File: config.mk
export PLATFORM = sky130hd
export DESIGN_NAME = dmem_arbiter
export DESIGN_NICKNAME = d
export VERILOG_FILES = /design/src/rtl/dmem_arbiter_pkg.sv /design/src/rtl/dmem_arbiter_rr2.sv /design/src/rtl/dmem_arbiter.sv
export SDC_FILE = /design/constraint.sdc
export NUM_CORES = 1
export LEC_CHECK = 0
export ABC_AREA = 1
export CORE_UTILIZATION = 24
export CTS_CLUSTER_DIAMETER = 30
export CTS_CLUSTER_SIZE = 8
export DETAILED_ROUTE_END_ITERATION = 8
export PLACE_DENSITY = 0.79
export SKIP_CTS_REPAIR_TIMING = 1
export SLEW_MARGIN = 20
export SYNTH_ARGS = -nofsm -noshare
export SYNTH_HDL_FRONTEND = slang
export SYNTH_SLANG_ARGS = --single-unit
File: constraint.sdc
create_clock -name clk -period 2.3 [get_ports clk]
set_input_delay 0.69 -clock clk [delete_from_list [all_inputs] [get_ports clk]]
set_output_delay 0.69 -clock clk [all_outputs]
set_load 0.02 [all_outputs]
File: src/rtl/dmem_arbiter_pkg.sv
// dmem_arbiter_pkg: shared widths, lock-state encodings and requester ids for
// the data-RAM arbiter. Encodings keep the legacy numeric values so existing
// waveforms and debug scripts still decode them.
package dmem_arbiter_pkg;

  localparam int unsigned DMEM_DATA_WIDTH = 8;
  localparam int unsigned DMEM_ADDR_WIDTH = 8;

  typedef enum logic [1:0] {
    ARB_UNLOCKED  = 2'd0,
    ARB_LOCK_WAIT = 2'd1,
    ARB_LOCKED    = 2'd2
  } arb_lock_t;

  typedef enum logic {
    ARB_CPU  = 1'b0,
    ARB_HOST = 1'b1
  } arb_id_t;

endpackage

File: src/rtl/dmem_arbiter_rr2.sv
// dmem_arbiter_rr2: two-input fair picker with its priority pointer.
//   clk, rst     : clock, synchronous active-high reset (pointer -> CPU)
//   req_cpu      : CPU request, already qualified by the lock state
//   req_host     : host request
//   ptr_to_cpu   : force the pointer to CPU (lock release)
//   grant_cpu    : CPU granted this cycle
//   grant_host   : host granted this cycle
module dmem_arbiter_rr2
  import dmem_arbiter_pkg::*;
(
  input  logic clk,
  input  logic rst,
  input  logic req_cpu,
  input  logic req_host,
  input  logic ptr_to_cpu,
  output logic grant_cpu,
  output logic grant_host
);

  arb_id_t ptr_q;

  always_comb begin
    grant_cpu  = 1'b0;
    grant_host = 1'b0;
    if (req_cpu && req_host) begin
      grant_cpu  = (ptr_q == ARB_CPU);
      grant_host = (ptr_q == ARB_HOST);
    end else begin
      grant_cpu  = req_cpu;
      grant_host = req_host;
    end
  end

  // After any grant the pointer names the other side, so a waiting
  // requester is passed over at most once.
  always_ff @(posedge clk) begin
    if (rst) begin
      ptr_q <= ARB_CPU;
    end else if (ptr_to_cpu) begin
      ptr_q <= ARB_CPU;
    end else if (grant_cpu) begin
      ptr_q <= ARB_HOST;
    end else if (grant_host) begin
      ptr_q <= ARB_CPU;
    end
  end

endmodule

File: src/rtl/dmem_arbiter.sv
// dmem_arbiter: shares the single-port data RAM between the MCU control unit
// and the host/debug port. One RAM command per cycle, read data returned the
// cycle after the command, host may take exclusive ownership via host_lock.
//   clk, rst                       : clock, synchronous active-high reset
//   cpu_req/we/addr/wdata          : MCU command (req held until cpu_ack)
//   cpu_ack, cpu_stall             : MCU accept / hold indication
//   cpu_rvalid, cpu_rdata          : MCU read response
//   host_req/we/addr/wdata         : host command (req held until host_ack)
//   host_lock, host_locked         : exclusive ownership request / status
//   host_ack, host_rvalid, host_rdata : host accept / read response
//   ram_en/we/addr/wdata, ram_rdata   : RAM port (rdata 1 cycle after read)
module dmem_arbiter
  import dmem_arbiter_pkg::*;
#(
  parameter int unsigned DATA_WIDTH = DMEM_DATA_WIDTH,
  parameter int unsigned ADDR_WIDTH = DMEM_ADDR_WIDTH
) (
  input  logic                  clk,
  input  logic                  rst,
  input  logic                  cpu_req,
  input  logic                  cpu_we,
  input  logic [ADDR_WIDTH-1:0] cpu_addr,
  input  logic [DATA_WIDTH-1:0] cpu_wdata,
  output logic                  cpu_ack,
  output logic                  cpu_rvalid,
  output logic [DATA_WIDTH-1:0] cpu_rdata,
  output logic                  cpu_stall,
  input  logic                  host_req,
  input  logic                  host_we,
  input  logic [ADDR_WIDTH-1:0] host_addr,
  input  logic [DATA_WIDTH-1:0] host_wdata,
  input  logic                  host_lock,
  output logic                  host_ack,
  output logic                  host_rvalid,
  output logic [DATA_WIDTH-1:0] host_rdata,
  output logic                  host_locked,
  output logic                  ram_en,
  output logic                  ram_we,
  output logic [ADDR_WIDTH-1:0] ram_addr,
  output logic [DATA_WIDTH-1:0] ram_wdata,
  input  logic [DATA_WIDTH-1:0] ram_rdata
);

  arb_lock_t lock_q;
  arb_lock_t lock_d;
  logic      rsp_valid_q;
  arb_id_t   rsp_owner_q;
  logic      cpu_elig;
  logic      host_elig;
  logic      grant_cpu;
  logic      grant_host;
  logic      unlock;
  logic      cpu_rd_issue;

  // Gating with rst keeps every output at zero while reset is held.
  assign cpu_elig  = cpu_req & ~rst & (lock_q == ARB_UNLOCKED);
  assign host_elig = host_req & ~rst;
  assign unlock    = (lock_q != ARB_UNLOCKED) & ~host_lock;

  dmem_arbiter_rr2 u_rr2 (
    .clk        (clk),
    .rst        (rst),
    .req_cpu    (cpu_elig),
    .req_host   (host_elig),
    .ptr_to_cpu (unlock),
    .grant_cpu  (grant_cpu),
    .grant_host (grant_host)
  );

  assign cpu_ack      = grant_cpu;
  assign host_ack     = grant_host;
  assign cpu_stall    = cpu_req & ~rst & ~grant_cpu;
  assign cpu_rd_issue = grant_cpu & ~cpu_we;

  always_comb begin
    ram_en    = grant_cpu | grant_host;
    ram_we    = 1'b0;
    ram_addr  = '0;
    ram_wdata = '0;
    if (grant_host) begin
      ram_we    = host_we;
      ram_addr  = host_addr;
      ram_wdata = host_wdata;
    end else if (grant_cpu) begin
      ram_we    = cpu_we;
      ram_addr  = cpu_addr;
      ram_wdata = cpu_wdata;
    end
  end

  // Lock sequencing. LOCK_WAIT blocks new CPU grants; a CPU read accepted in
  // the last unlocked cycle returns during LOCK_WAIT, so ownership passes to
  // the host once no CPU read is issued in the current cycle.
  always_comb begin
    lock_d = lock_q;
    unique case (lock_q)
      ARB_UNLOCKED:  if (host_lock) lock_d = ARB_LOCK_WAIT;
      ARB_LOCK_WAIT: begin
        if (!host_lock)        lock_d = ARB_UNLOCKED;
        else if (!cpu_rd_issue) lock_d = ARB_LOCKED;
      end
      ARB_LOCKED:    if (!host_lock) lock_d = ARB_UNLOCKED;
      default:       lock_d = ARB_UNLOCKED;
    endcase
  end

  always_ff @(posedge clk) begin
    if (rst) begin
      lock_q      <= ARB_UNLOCKED;
      rsp_valid_q <= 1'b0;
      rsp_owner_q <= ARB_CPU;
    end else begin
      lock_q      <= lock_d;
      rsp_valid_q <= ram_en & ~ram_we;
      rsp_owner_q <= grant_host ? ARB_HOST : ARB_CPU;
    end
  end

  // Response steering: ram_rdata is valid in the cycle after the read, so only
  // the owner select is registered; rst squashes a response still in flight.
  assign cpu_rvalid  = rsp_valid_q & (rsp_owner_q == ARB_CPU) & ~rst;
  assign host_rvalid = rsp_valid_q & (rsp_owner_q == ARB_HOST) & ~rst;
  assign cpu_rdata   = cpu_rvalid ? ram_rdata : '0;
  assign host_rdata  = host_rvalid ? ram_rdata : '0;
  assign host_locked = (lock_q == ARB_LOCKED) & ~rst;

endmodule

# Word level (Yosys, flattened, before mapping)
# Index checks and enable logic that the tools add are counted.
[totals]
ff_bits = 5
[op_classes]
n_eq_ne = 5
n_mux = 18
reduce_logical = 6
n_bitwise = 20
[ops]
columns = ["op", "n"]
rows = [
  ["2-to-1 mux 8 bit", 6],
  ["bitwise AND 1 bit", 12],
  ["2-to-1 mux 2 bit", 4],
  ["2-to-1 mux 1 bit", 7],
  ["NOT 1 bit", 7],
  ["one-hot mux 2 bit (3 select lines)", 1],
  ["inequality test 2 bit (second input constant)", 2],
  ["nonzero test 2 bit", 2],
  ["inequality test 3 bit (second input constant)", 1],
  ["AND reduction 3 bit", 1],
  ["== test 2 x 1 -> 1 bit (second input constant)", 1],
  ["== test 2 bit (second input constant)", 1],
  ["logical NOT 2 bit", 1],
  ["OR reduction 2 bit", 1],
  ["logical AND 1 bit", 1],
  ["bitwise OR 1 bit", 1],
]

# Depth between registers and ports, before layout
# Gate-level depths: netlist (run 1).
[depth]
word_depth = 9
mapped_depth = 9
mapped_depth_nobuf = 8

# Cells and area by module
# A second synthesis (run 1) with hierarchy kept.
[unflattened]
hier_cells = 123
area_unflattened_um2 = 658.1
[by_module_without_submodules]
columns = ["mod", "cells_each", "seq_area_each_um2", "instances", "area_each_um2"]
rows = [
  ["dmem_arbiter", 114, 80.1, 1, 601.8],
  ["dmem_arbiter_rr2", 9, 20.0, 1, 56.3],
]

# Worst setup path before layout (run 1)
# OpenSTA, ideal clock, no wires.
[synth_timing]
path_type = "input port to output port"
start = "input rst"
end = "output host_rdata[0]"
slack_ps = -355
path_buffers = 1
stages = 4
arrival_ps = 1965
path_cell_list = "buf_6 nor3_1 inv_1 nor2_1"
[synth_via]
elab_chain_cells = 3
[synth_rtl]
columns = ["item", "line_no", "source"]
rows = [
  ["start, declared", "dmem_arbiter.sv:19", "input logic rst,"],
  ["NOT 1 bit", "dmem_arbiter.sv:122", "assign host_rvalid = rsp_valid_q & (rsp_owner_q == ARB_HOST) & ~rst;"],
  ["bitwise AND 1 bit", "dmem_arbiter.sv:122", ""],
  ["net host_rvalid", "dmem_arbiter.sv:34", "output logic host_rvalid,"],
  ["2-to-1 mux 8 bit", "dmem_arbiter.sv:124", "assign host_rdata = host_rvalid ? ram_rdata : '0;"],
  ["end, declared", "dmem_arbiter.sv:35", "output logic [DATA_WIDTH-1:0] host_rdata,"],
]
# The timed path passes the listed nets, and every way through them passes these cells.

# Worst setup path in the final report (run 1)
[layout_timing]
start = "input cpu_req"
end = "output ram_wdata[4]"
[layout_via]
elab_chain_cells = 6
elab_cells_between_ends = 7
classes_between = "4 x mux; 2 x bitwise; 1 x reduce/logical"
[layout_rtl]
columns = ["item", "line_no", "source"]
rows = [
  ["start, declared", "dmem_arbiter.sv:20", "input logic cpu_req,"],
  ["bitwise AND 1 bit * (2 in series)", "dmem_arbiter.sv:56", "assign cpu_elig = cpu_req & ~rst & (lock_q == ARB_UNLOCKED);"],
  ["logical AND 1 bit", "dmem_arbiter_rr2.sv:25", "if (req_cpu && req_host) begin"],
  ["2-to-1 mux 1 bit", "dmem_arbiter_rr2.sv:25", ""],
  ["2-to-1 mux 8 bit", "dmem_arbiter.sv:84", "end else if (grant_cpu) begin"],
  ["2-to-1 mux 8 bit *", "dmem_arbiter.sv:80", "if (grant_host) begin"],
  ["end, declared", "dmem_arbiter.sv:40", "output logic [DATA_WIDTH-1:0] ram_wdata,"],
]
# Mark *: on every way between the ends. The rest lies on a longest branch, timed or not.

==> results by group, run 1 <==
Final layout
  – Layout cells sized above 1: 0.4679
  – P&R area growth vs syn: 176.4%
  – Nets: 266
  – Filler cells: 200
  – Diode count: 0
  – Commonest cells after routing, fill and taps aside: clkdlybuf4s50_1, nand2_1, nand2_2, buf_6, nor2_1
  – Commonest non-fill, non-tap cell in the layout: clkdlybuf4s50_1

Clocking
  – Clock sink count: 5
  – CTS tree: done
  – Skew-Pair Late Insertion Delay: 0.24 ns
  – Bufs on Longest Clock Path: 2
  – Root Driver: clkbuf_4
  – CTS buffer count: 3
  – Clk slew on worst S/H paths: 0.04 ns
  – CTS H-tree depth: 1

Detailed routing
  – Highest metal used: met4
  – Drc violations: 0
  – Post-DR wirelength/cell: 10.71 microns
  – Initial DRC count: 4
  – Post-route ant nets: 0
  – Metal3 WL: 301 microns
  – Via-to-Cell Ratio: 4.331
  – Met2 WL post-DR: 1472 microns
  – M1 wire length: 850 microns
  – Drt pass-1 iters: 4
  – Vias: 1074
  – WL final: 2656 microns

Power
  – VDD IR max: 0.2265 mV
  – Pwr per Cell Area: 306.1 nW/um^2
  – Leakage: 0.9809 nW

Timing
  – Tcrit/Tclk final: 1.031
  – Setup Skew: 0.0005366 ns
  – Slew Limit Fails: 0
  – Highest clock rate: 421.9 MHz
  – Setup WS post-layout: -0.07020 ns
  – Normalized max-slew margin: 0.8398
  – Setup TNS: -0.6625 ns
  – Final hold vios: 0
  – Setup violators final: 19
  – Unrepaired setup endpoints after global routing: yes
  – Final Critical Period: 2.370 ns
  – Slew @ Worst Pin: 0.2399 ns

GRT
  – All-Layer GR Usage: 0.1479
  – Initial antenna violation count: 0
  – Number of global-route vias before repair: 840
  – First-pass GRT wire length: 3187 microns
  – Largest net degree at the start of global routing: 18
  – Total gr overflow: 0

Floorplanning
  – Ports: 87
  – Row cnt: 18
  – Chip height: 53.46 microns
  – Die Width: 53.46 microns
  – Core area: 2500 sq um
  – Starting Density: 0.2543
  – Die ar.: 2858 sq um

Setup path
  – CP Cell Sequence: buf_8 -> inv_6 -> nor2_8 -> nand4_1 -> nand2_4 -> clkbuf_16 -> nand2_2 -> nand2_2 -> buf_6
  – Critical Path Max Stage Delay: 0.19 ns
  – Worst path top cell family by delay: simple AND/OR/NAND/NOR gates
  – Critical Path Slowest Stage Cell: nand2_4
  – Reg2Reg Setup Slack: 0.91 ns
  – Critical path type: input port to output pin
  – Worst EP arrival: 1.68 ns
  – Crit path buf inv count: 4
  – Critical Path RT: 1.61 ns
  – Setup crit start kind: input port
  – CP Capture Type: output pin
  – Maximum fanout along the worst path: 6
  – Crit-path most repeated cell: nand2_2

Flow run
  – Max Cap Viol: 0

Run status
  – Status: finished, violations left
  – Failing checks: negative setup slack

Place
  – Final Wtd Congestion: 0.6397
  – IO Port Bufs: 86
  – Pre-CTS setup slack: -0.9716 ns
  – HPWL Detailed: 2049 microns

Synthesis
  – Syn Area/Cell: 5.479 sq um
  – Number of synthesis warnings: 0
  – Mapped Area: 635.6 sq um
  – Cells after synthesis: 116
  – Synth Register Bits: 5
  – Syn Nets: 163
  – Distinct cells, synth: 18
  – Seq/Total Area, Yosys: 0.1575

Worst hold path
  – Hold WC Path Type: flip-flop to flip-flop
==> worst reg2reg max path, cell delays in order, from the launching register on <==
cell	delay, ns
dfxtp_1	0.31
nor2_2	0.19
nand4_1	0.21
nand2_4	0.19
buf_12	0.15
nand2_4	0.05
nand2_4	0.05
buf_4	0.10
nor2_2	0.03
==> stage by stage <==
step | total power [W] | area, sq um | util | cells | hold WS, ns
3_3_place_gp | 0.0004012 | 1638 | 0.6552 | 241 | 0.5190
6_report | 0.0005378 | 1757 | 0.7027 | 248 | 0.5392
3_5_place_dp | 0.0004078 | 1638 | 0.6552 | 241 | 0.5300
5_1_grt | 0.0005689 | 1757 | 0.7027 | 248 | 0.5740
4_1_cts | 0.0005113 | 1664 | 0.6657 | 245 | 0.5411
2_1_floorplan | 0.0002239 | 645.6 | - | 116 | 0.4404
==> synth_stat cells <==
library cell | n | area share
buf_6 | 3 | 0.053
nand2_2 | 2 | 0.020
or2_2 | 1 | 0.0098
buf_4 | 2 | 0.024
a21oi_2 | 1 | 0.014
nand2_1 | 51 | 0.30
dfxtp_1 | 5 | 0.16
nand2_4 | 4 | 0.071
o21ai_0 | 1 | 0.0079
nor3_1 | 3 | 0.024
nor2_1 | 18 | 0.11
inv_1 | 17 | 0.10
nor4_1 | 1 | 0.0098
nor2_8 | 1 | 0.031
nor3b_2 | 1 | 0.020
nor2_2 | 3 | 0.030
a211oi_1 | 1 | 0.012
nand4_1 | 1 | 0.0098
==> cells by family after synthesis <==
kind of cell | after synthesis | synth area share
compound gates | 3 | 0.03346
buf+inv | 22 | 0.1772
flops | 5 | 0.1575
simple gates | 86 | 0.6319
==> state kept, by name, summed over array words and instances, names as in the netlist <==
name         cells
lock_q           2
rsp_owner_q      1
rsp_valid_q      1
u_rr2.ptr_q      1
==> power breakdown <==
group	internal [W]	switching, W	total, W
Clock	0.0000654	0.0000331	0.0000985
Sequential	0.0000930	0.00000419	0.0000972
Combinational	0.000189	0.000153	0.000342
Total	0.000347	0.000191	0.000538
==> layer usage <==
metal  global-route usage  up-vias
met3              0.04023        4
met1               0.1436      466
met4              0.03947        0
met2               0.2958       60
li1                     -      544
met5                    0        -
==> worst paths after layout <==
kind,startpoint,end,depth (start not counted)
worst max-delay path,cpu_req,ram_wdata[4],9
worst min register to register,lock_q[0],lock_q[0],2
worst max register to register,lock_q[0],rsp_valid_q,8
worst min-delay path,lock_q[0],lock_q[0],2
==> layout make-up <==
cell class	count	area, sq um	area share
repair buffers	103	999.7	0.5691
inverters	17	68.82	0.03917
well taps	30	37.54	0.02137
multi-input cells	89	524.3	0.2984
clock buffers	4	26.28	0.01496
flip-flops and latches	5	100.1	0.05698
Power figures use the tool's default switching activity.
==> run 2, diff against run 1 <==
Settings changed: CORE_UTILIZATION 24 to 22, PLACE_DENSITY 0.79 to 0.77.
Clock period 2.3 ns to 1.9 ns, I/O delays scaled along.
==> run 2 against run 1 <==
The flow still finishes with violations (negative setup slack). Sequential power rose by 21%. First-iteration DRC count grew to 4.3 times the previous value. Worst hold slack gained 0.041 ns. Clock power grew 30%. Total power is 34% higher. Utilization increased by 2.8 points. Via count rose by 0.84%. Non-clock buffer count is 1 higher. Cell count is 0.81% higher. Highest routed layer unchanged. Combinational power rose by 38%.
==> results by group, run 2 (same netlist as run 1, synthesis figures left out) <==
Timing
  – Setup WS post-layout: -0.2224 ns
  – Setup violators final: 36
  – Setup Skew: 0.005365 ns
  – Normalized max-slew margin: 0.8468
  – Slew @ Worst Pin: 0.2294 ns
  – Tcrit/Tclk final: 1.117
  – Unrepaired setup endpoints after global routing: yes
  – Highest clock rate: 471.2 MHz
  – Final hold vios: 0
  – Final Critical Period: 2.122 ns
  – Slew Limit Fails: 0

Floorplanning
  – Die Width: 55.75 microns
  – Die ar.: 3108 sq um
  – Row cnt: 19
  – Starting Density: 0.2305
  – Core area: 2758 sq um
  – Chip height: 55.75 microns
  – Ports: 87

Run status
  – Status: finished, violations left
  – Failing checks: negative setup slack

Clocking
  – Clk slew on worst S/H paths: 0.04 ns
  – CTS buffer count: 3
  – CTS H-tree depth: 1
  – Skew-Pair Late Insertion Delay: 0.25 ns
  – CTS tree: done
  – Clock sink count: 5
  – Bufs on Longest Clock Path: 2
  – Root Driver: clkbuf_4

Power
  – VDD IR max: 0.2466 mV
  – Sequential share of power: 0.164
  – Sw power: 0.0002771 W
  – Pwr per Cell Area: 356.5 nW/um^2
  – Switching Fraction: 0.3858
  – Clock share of power: 0.178
  – Leakage: 1.024 nW
  – Combinational Power Share: 0.658
  – Internal: 0.0004411 W

GRT
  – Largest net degree at the start of global routing: 11
  – Number of global-route vias before repair: 1068
  – Total gr overflow: 0
  – First-pass GRT wire length: 4298 microns
  – Initial antenna violation count: 0
  – All-Layer GR Usage: 0.1715

Detailed routing
  – Post-DR wirelength/cell: 11.70 microns
  – Initial DRC count: 17
  – Vias: 1083
  – Drt pass-1 iters: 4
  – WL final: 2924 microns
  – Via-to-Cell Ratio: 4.332
  – Post-route ant nets: 0
  – Drc violations: 0

Setup path
  – Maximum fanout along the worst path: 5
  – Worst Reg-to-Reg Cells: 8
  – Critical path type: input port to output pin
  – CP Capture Type: output pin
  – Worst EP arrival: 1.55 ns
  – CP Cell Sequence: buf_12 -> nor2_8 -> nand4_1 -> nand2_4 -> clkbuf_16 -> nand2_4 -> nand2_4 -> buf_6
  – Critical Path RT: 1.33 ns
  – Crit-path most repeated cell: nand2_4
  – Critical Path Slowest Stage Cell: nand2_4
  – Setup crit start kind: input port
  – Critical Path Max Stage Delay: 0.18 ns

Place
  – IO Port Bufs: 86
  – Placed cell count: 242
  – Final Wtd Congestion: 0.7427
  – Post-DP Area: 1889 sq um
  – Pre-CTS setup slack: -1.123 ns
  – HPWL Detailed: 2343 microns

Worst hold path
  – Hold Path Depth: 2
  – Hold WC Path Type: flip-flop to flip-flop

Final layout
  – Post-route insts no fill: 250
  – Design area: 2014 sq um
  – Nets: 267
  – Multi-input logic area: 763.2 sq um
  – Commonest non-fill, non-tap cell in the layout: clkdlybuf4s50_1
  – Layout cells sized above 1: 0.6073
  – Biggest register: lock_q
  – FF/Latch Area: 100.1 sq um
  – Largest register FFs: 2
  – Diode count: 0
  – Filler cells: 206
  – P&R area growth vs syn: 216.9%
  – Commonest cells after routing, fill and taps aside: clkdlybuf4s50_1, buf_6, nand2_4, nor2_4, nand2_1
  – Final Util: 0.7305

Flow run
  – Max Cap Viol: 0
run 2: changes by cell type in the layout (fill, tap and decap cells not counted), moves of 3 or more:
cell | before | now
dlymetal6s2s_1 | 5 | 2
inv_4 | 0 | 3
nand2_2 | 24 | 17
nand2_1 | 27 | 18
nand2_4 | 6 | 22
buf_6 | 19 | 23
nor2_1 | 17 | 1
nor2_4 | 1 | 18
run 2: cell type report:
cell class | count | share of cell area
inverter | 17 | 0.03540
clock buffer | 4 | 0.01304
timing repair buffer | 104 | 0.5037
sequential | 5 | 0.04969
multi-input combinational | 89 | 0.3789
tap | 31 | 0.01925
run 2: worst max-delay path, delay by kind of cell:
kind                   cells  cell delay [ns]
buffers and inverters      3             0.40
AND/OR/NAND/NOR            5             0.57
run 2: through the flow:
step | total power [W] | setup TNS, ns | hold slack [ns]
2_1_floorplan | 0.0003320 | -0.5506 | 0.4404
3_5_place_dp | 0.0005493 | -42.32 | 0.5386
3_3_place_gp | 0.0005413 | -41.75 | 0.5191
5_1_grt | 0.0007525 | -7.832 | 0.6003
6_report | 0.0007182 | -5.237 | 0.5802
4_1_cts | 0.0006787 | -43.27 | 0.5468
run 2: per-layer routing:
metal,vias to the layer above,track usage,wire (microns)
met5,-,0,0
met4,0,0.04286,21
met3,2,0.04419,244
met2,57,0.3477,1645
met1,478,0.1686,1013
li1,546,-,-
run 2: power by group through the flow:
stage,Clock [W],Combinational (W),Sequential [W]
2_1_floorplan,0,0.000213,0.000119
3_3_place_gp,0,0.000422,0.000119
3_5_place_dp,0,0.000430,0.000119
4_1_cts,0.000129,0.000432,0.000118
5_1_grt,0.000134,0.000501,0.000118
6_report,0.000128,0.000472,0.000118
run 2: worst paths after layout:
kind	startpoint	end	slack [ns]
worst max-delay path	rst	ram_we	-0.22
worst min-delay path	lock_q[0]	lock_q[0]	0.58
worst max register to register	lock_q[0]	rsp_valid_q	0.43
worst min register to register	lock_q[0]	lock_q[0]	0.58
==> run 3, diff against run 2 <==
Settings changed: SETUP_SLACK_MARGIN set to 0.02, TNS_END_PERCENT set to 10.
==> run 3 against run 2 <==
The flow still finishes with violations (negative setup slack). Critical path type unchanged. Design area shrank 3.5%. Critical path depth grew 2. Clock skew shrank 0.0043 ns. First-iteration DRC count grew 94%. Global-route usage shrank 0.43 points. Sequential cell count is the same. Fmax shrank 4.6%. Non-clock buffer count is the same.
==> results by group, run 3 (same netlist as run 1, synthesis figures left out) <==
Run status
  – Status: finished, violations left
  – Failing checks: negative setup slack

Setup path
  – Worst EP arrival: 1.65 ns
  – Crit path buf inv count: 5
  – Critical Path Slowest Stage Cell: nand4_1
  – Critical path type: input port to output pin
  – CP Cell Sequence: buf_8 -> inv_6 -> nor2_8 -> nand4_1 -> nand2_4 -> buf_6 -> clkbuf_16 -> nand2_2 -> nand2_2 -> buf_6
  – Critical Path RT: 1.33 ns
  – Setup crit start kind: input port
  – Maximum fanout along the worst path: 5
  – Worst path top cell family by delay: simple AND/OR/NAND/NOR gates
  – Critical Path Max Stage Delay: 0.20 ns
  – CP Capture Type: output pin

Floorplanning
  – Chip height: 55.75 microns
  – Die Width: 55.75 microns
  – Row cnt: 19
  – Starting Density: 0.2305
  – Core area: 2758 sq um
  – Die ar.: 3108 sq um
  – Ports: 87

Place
  – Final Wtd Congestion: 0.6364
  – Placed cell count: 240
  – HPWL Detailed: 2161 microns
  – IO Port Bufs: 86

Detailed routing
  – Drc violations: 0
  – Vias: 1122
  – Initial DRC count: 33
  – Drt pass-1 iters: 4
  – Post-DR wirelength/cell: 12.30 microns
  – Post-route ant nets: 0
  – WL final: 3074 microns
  – Via-to-Cell Ratio: 4.488

GRT
  – Number of global-route vias before repair: 1066
  – All-Layer GR Usage: 0.1672
  – Total gr overflow: 0
  – Initial antenna violation count: 0
  – Largest net degree at the start of global routing: 21
  – First-pass GRT wire length: 4229 microns

Clocking
  – CTS tree: done
  – Skew-Pair Late Insertion Delay: 0.24 ns
  – Clock sink count: 5
  – CTS buffer count: 3
  – CTS H-tree depth: 1
  – Bufs on Longest Clock Path: 2
  – Root Driver: clkbuf_4
  – Clk slew on worst S/H paths: 0.04 ns

Final layout
  – Diode count: 0
  – Nets: 267
  – FF/Latch Area: 100.1 sq um
  – Largest register FFs: 2
  – P&R area growth vs syn: 205.9%
  – Filler cells: 230
  – Layout cells sized above 1: 0.5799
  – Post-route insts no fill: 250
  – Multi-input logic area: 685.7 sq um
  – Final Util: 0.7051
  – Biggest register: lock_q
  – Commonest cells after routing, fill and taps aside: clkdlybuf4s50_1, nand2_2, nand2_1, buf_6, nor2_4
  – Commonest non-fill, non-tap cell in the layout: clkdlybuf4s50_1

Timing
  – Slew Limit Fails: 0
  – Normalized max-slew margin: 0.8477
  – Highest clock rate: 449.7 MHz
  – Setup WS post-layout: -0.3238 ns
  – Final Critical Period: 2.224 ns
  – Setup Skew: 0.001027 ns
  – Final hold vios: 0
  – Unrepaired setup endpoints after global routing: yes
  – Setup violators final: 36
  – Tcrit/Tclk final: 1.170
  – Slew @ Worst Pin: 0.2263 ns

Flow run
  – Max Cap Viol: 0

Power
  – Switching Fraction: 0.3753
  – Clock share of power: 0.171
  – Leakage: 0.9691 nW
  – Internal: 0.0004361 W
  – Combinational Power Share: 0.660
  – Sequential share of power: 0.169
  – Sw power: 0.0002620 W
  – VDD IR max: 0.2846 mV
  – Pwr per Cell Area: 359.0 nW/um^2

Worst hold path
  – Hold WC Path Type: flip-flop to flip-flop
## run 3: cell types whose count changed in the layout (fill, tap and decap cells not counted), sizes merged
| cell | delta |
|---|---|
| clkbuf | +1 |
| buf | -1 |
## run 3: path summary, 6_finish.rpt
path	start	end	slack, ns	cells after the start
min	lock_q[0]	lock_q[0]	0.58	2
max reg2reg	lock_q[0]	rsp_valid_q	0.47	9
max	cpu_req	ram_wdata[6]	-0.32	10
min reg2reg	lock_q[0]	lock_q[0]	0.58	2
## run 3: power by group through the flow
| stage | Sequential [W] | Combinational (W) | Clock [W] |
|---|---|---|---|
| 2_1_floorplan | 0.000119 | 0.000197 | 0 |
| 3_3_place_gp | 0.000118 | 0.000402 | 0 |
| 3_5_place_dp | 0.000119 | 0.000408 | 0 |
| 4_1_cts | 0.000117 | 0.000410 | 0.000127 |
| 5_1_grt | 0.000118 | 0.000489 | 0.000136 |
| 6_report | 0.000118 | 0.000461 | 0.000119 |
## run 3: metrics by stage
stage	setup TNS [ns]	hold slack [ns]	setup WS, ns	cell area, sq um	power [W]
2_1_floorplan	-0.3127	0.4404	-0.02072	852.1	0.0003154
5_1_grt	-8.826	0.6094	-0.4013	1944	0.0007432
3_5_place_dp	-42.05	0.5277	-1.096	1802	0.0005270
4_1_cts	-41.96	0.5357	-1.097	1828	0.0006544
3_3_place_gp	-41.03	0.5055	-1.071	1802	0.0005201
6_report	-6.418	0.5829	-0.3238	1944	0.0006981
## run 3: final cells by class
type	count	share of cell area
clock buffer	4	0.01351
inverter	17	0.03797
multi-input combinational	89	0.3526
sequential	5	0.05148
tap	31	0.01995
timing repair buffer	104	0.5245
## run 3: metal layers
metal / global-route usage / vias up / share of wire
li1: - / 548 / -
met1: 0.1459 / 521 / 0.31
met2: 0.3425 / 51 / 0.62
met3: 0.05581 / 2 / 0.068
met4: 0.06071 / 0 / 0.0088
met5: 0 / - / 0
## run 3: worst min-delay path, delay by kind of cell, from the launching register on
kind	cells	cell delay, ns
buffers and inverters	1	0.13
and+or+nand+nor	1	0.04
DFF	1	0.37
